`config.mk`:
```
export PLATFORM = sky130hd
export DESIGN_NAME = checker_shadow_rf
export DESIGN_NICKNAME = d
export VERILOG_FILES = /design/src/rtl/checker_pkg.sv /design/src/rtl/checker_shadow_rf.sv
export SDC_FILE = /design/constraint.sdc
export NUM_CORES = 1
export LEC_CHECK = 0
export CAP_MARGIN = 20
export CORE_ASPECT_RATIO = 1.5
export CORE_UTILIZATION = 44
export DETAILED_ROUTE_END_ITERATION = 8
export PLACE_DENSITY = 0.77
export SYNTH_ARGS = -nofsm -noshare
export SYNTH_HDL_FRONTEND = slang
export SYNTH_SLANG_ARGS = --single-unit
export TNS_END_PERCENT = 10
```
`constraint.sdc`:
```
create_clock -name clk -period 0.8 [get_ports clk]
set_input_delay 0.16 -clock clk [delete_from_list [all_inputs] [get_ports clk]]
set_output_delay 0.16 -clock clk [all_outputs]
set_load 0.02 [all_outputs]
```
`src/rtl/checker_pkg.sv`:
```
// Shared types and defaults for the register result checker.
package checker_pkg;

  localparam int IDX_W       = 4;
  localparam int CYC_W       = 32;
  localparam int NREGS_DEF   = 6;
  localparam int DATA_W_DEF  = 32;
  localparam int TIMEOUT_DEF = 2500;
  localparam int STABLE_DEF  = 8;

  typedef enum logic [2:0] {
    ST_IDLE,
    ST_RUN,
    ST_SCAN,
    ST_PASS,
    ST_FAIL
  } state_e;

endpackage

```
`src/rtl/checker_shadow_rf.sv`:
```
// Small register table, all entries visible in parallel; used for both the
// processor shadow copy and the expected-value table.
module checker_shadow_rf
  import checker_pkg::*;
#(
  parameter int NREGS  = NREGS_DEF,
  parameter int DATA_W = DATA_W_DEF
) (
  input  logic                         clk,
  input  logic                         reset,
  input  logic                         clr,
  input  logic                         we,
  input  logic [IDX_W-1:0]             waddr,
  input  logic [DATA_W-1:0]            wdata,
  output logic [NREGS-1:0][DATA_W-1:0] regs
);

  logic [NREGS-1:0][DATA_W-1:0] regs_q, regs_d;

  // Indices at or beyond NREGS match no entry and are dropped.
  always_comb begin
    regs_d = regs_q;
    if (clr) begin
      regs_d = '0;
    end else begin
      for (int i = 0; i < NREGS; i++) begin
        if (we && (waddr == IDX_W'(i))) regs_d[i] = wdata;
      end
    end
  end

  always_ff @(posedge clk or negedge reset) begin
    if (!reset) regs_q <= '0;
    else        regs_q <= regs_d;
  end

  assign regs = regs_q;

endmodule

```
# Yosys cells after proc, flatten, opt, wreduce, memory -nomap -nowiden
# Cells that the tools add are included.
[word_totals] ff_bits=192 output_inout_bits=192 word_cells=31
[op_classes] eq_ne=5 n_mux=7 reduce_logical=13
[ops] op="192-bit two-way mux" count=1
[ops] op="32-bit two-way mux" count=6
[ops] op="2-bit nonzero test" count=6
[ops] op="4-bit by 2-bit == test with 1-bit output, second input constant" count=2
[ops] op="4-bit by 3-bit == test with 1-bit output, second input constant" count=2
[ops] op="1-bit logical AND" count=6
[ops] op="4-bit by 1-bit == test with 1-bit output, second input constant" count=1
[ops] op="4-bit logical NOT" count=1

# Depth between registers and ports, before layout
[logic_depth] depth_word=4 ltp_mapped=5 depth_no_buf=3

# Least setup slack after synthesis
# Ideal clock, no wire load.
[synth_path] path_type="input -> register" startpoint="input port waddr[2]" endpoint="register regs_q, in the netlist regs[53]" setup_ns=0.079 arrival_time_ns=1.122 required_time_ns=0.721 path_slack_ns=-0.401 path_stages=5 n_path_buf=2 cell_sequence="nor3b_4 -> and2_1 -> buf_6 -> buf_12 -> mux2i_1"
[synth_between] elab_chain_cells=3
[synth_rtl] element="start, declared" line_no="checker_shadow_rf.sv:13" text="input logic [IDX_W-1:0] waddr,"
[synth_rtl] element="4-bit by 1-bit == test with 1-bit output" line_no="checker_shadow_rf.sv:27" text="if (we && (waddr == IDX_W'(i))) regs_d[i] = wdata;"
[synth_rtl] element="1-bit logical AND" line_no="checker_shadow_rf.sv:27"
[synth_rtl] element="2-bit nonzero test (no line)"
[synth_rtl] element="end signal, assigned" line_no="checker_shadow_rf.sv:34" text="else regs_q <= regs_d;"
[synth_rtl] element="end, declared" line_no="checker_shadow_rf.sv:18" text="logic [NREGS-1:0][DATA_W-1:0] regs_q, regs_d;"
# Every way passes these cells.
# A chain may end at the register's enable or synchronous reset.

# Worst setup path after layout
[layout_path] startpoint="register regs_q, in the netlist regs[127]" endpoint="output port regs[127] (netlist name)"
[layout_rtl] element="end, declared" line_no="checker_shadow_rf.sv:15" text="output logic [NREGS-1:0][DATA_W-1:0] regs"
# No word-level cell between the ends.

==> metrics.txt <==
vias in the first global route between 6000 and 7000; cell family with most CP delay flip-flops; CTS tree built; fin crit share 144.7%; Mapped Nets 704; slew margin rel. between 70% and 80%; die width around 120 um; CP Capture Type output pin; minimum clock period between 1 and 1.5 ns; fin. max-slew vios 0; Ports ~230; VDD IR-drop max 0.001131 V; IO buf count between 200 and 250; Leakage just over 0.007 uW; clk_skew 0 ns; Yosys cell types 17; synth top area cells dfrtp_1 (57%), mux2i_1 (23%), nand2b_1 (17%), clkbuf_1 (1.1%), buf_2 (0.71%); Hold Fails Final Rpt 0; setup slack after layout -0.3578 ns; Crit Path Category reg -> out; Max H-tree Level 4; clk_lat worst skew 0.43 ns; Initial Utilization a little under half; critical path arrival 1.00 ns; startpoint types register; #FFs+latches synth 192; Req. time, crit path 0.64 ns; Yosys warnings 0; Core Util, Final 67.59%; critical-path maximum fanout 2; Synth area leader dfrtp_1; die height about 170 um; most frequent cells in the layout nand2b_1 (222), mux2i_1 (192), dfrtp_1 (192); # setup viols final 323; Sink Count ~190; DRC 0; post-route ant nets 0; nets@finish between 1000 and 1500; first-pass GRT wire length between 30000 and 40000 um; number of max-cap violations 0; RSZ-0062 raised after global routing yes; Hold WS 0.1660 ns; die area approximately 20000 um2; share of cells above drive strength 1 36.60%; syn_area_per_cell between 10 and 15 um2; slowest CP cell dfrtp_1; post-synthesis sequential area ratio between 50% and 60%; CTS Buf Count 17; pwr dens roughly 1700 nW/um2; DPL Wire Length between 15000 and 20000 um; fmax roughly 860 MHz; most common cell after layout, fill and taps aside nand2b_1; core area 18700 um2; failing checks setup timing; WP buf/inv 1; Largest register FFs 192; CTS Root Cell clkbuf_16; area fraction of the dominant cell type after synthesis roughly 57%; PnR Total Power ~21000 uW; crit path cell chain buf_6; Total GRT Usage 24.98%; via count approximately 6000; Cells after Synth ~660; largest net degree at the start of global routing 34; row cnt 61; Hold Crit Class in -> async; 1st-iter DRT viols about 250; TritonRoute pass-1 iters 5; gr ovfl total 0; initial antenna violation count 0; outcome finished with violations; Final GP Congestion 0.7916; Area Overhead vs Synth 49.36%; Clk pin slew, worst setup/hold paths ~0.070 ns; synthesized area 8462 um2; Routed WL per cell roughly 19 um; CTS max path bufs 2; worst slew pin tran 0.3022 ns; number of vias per cell between 4 and 5; final wirelength about 24000 um; Critical Path Max Stage Delay approximately 0.42 ns; n_diodes 0
==> worst reg2reg max path, cell delays in order, from the launching register on <==
cell      delay [ns]
dfrtp_1         0.41
buf_4           0.15
buf_6           0.10
nand2b_1        0.07
mux2i_1         0.08
==> cell usage after synthesis <==
library cell,number
and2_1,2
buf_12,1
buf_2,12
buf_4,2
buf_6,5
clkbuf_1,24
dfrtp_1,192
mux2i_1,192
nand2_2,1
nand2_4,1
nand2b_1,224
nand3_1,2
nand3_2,1
nand3b_1,1
nor2_1,1
nor2b_1,2
nor3b_4,1
==> logic make-up (layout without fill, tap and decap cells) <==
family,after synthesis,count (layout),share of synthesized area [%]
multiplexers,192,192,22.71
buffers and inverters,44,391,2.854
flip-flops,192,192,56.78
AND/OR/NAND/NOR,236,236,17.65
==> cell type report <==
cell class / count / area (um2)
Multi-Input combinational cell: 428 / 3471
Clock inverter: 14 / 229.0
Timing Repair Buffer: 359 / 3390
Fill cell: 1400 / 6061
Sequential cell: 192 / 4805
Clock buffer: 18 / 429.2
Tap cell: 252 / 315.3
==> routing by layer <==
layer / wire, um / share of wire [%] / global-route usage, %
met2: 12590 / 53 / 44.45
met5: 0 / 0 / 0
met4: 861 / 3.6 / 10.73
met1: 9279 / 39 / 28.55
met3: 1156 / 4.8 / 5.603
==> stage by stage <==
stage | TNS (ns) | worst slack (ns) | std cells | instance area, um2
after floorplan | -60.57 | -0.3989 | 664 | 8469
after global placement | -208.97 | -0.9113 | 1191 | 11700
after detailed placement | -215.03 | -0.9245 | 1191 | 11700
after CTS | -72.06 | -0.3862 | 1246 | 12170
after global routing | -82.32 | -0.3867 | 1263 | 12640
final | -71.51 | -0.3578 | 1263 | 12640
==> worst paths after layout <==
check,to,startpoint,slack (ns),depth (start not counted)
setup / recovery,regs[127],regs[127],-0.36,1
hold / removal,regs[154],reset,0.17,2
setup reg to reg,regs[8],regs[8],-0.13,4
hold reg to reg,regs[100],regs[100],0.54,2
max in group asynchronous,regs[108],reset,0.19,3
min in group clk,regs[52],clr,0.26,4
==> report_power, final <==
group	total, uW	internal (uW)	leakage, uW	switching, uW
combinational	1910	941	0.00409	971
clock	9550	5620	0.000307	3930
sequential	9910	9820	0.00267	88.4
==> timing repair <==
item	CTS	global route
cloned	3	0
hold buffers	1	0
endpoints found under the setup margin	384	354
gates resized for setup	921	111
pin swaps	3	0
endpoints found under the hold margin	192	0
setup buffers	19	17
Note: power is estimated with default switching activity, not from simulation.
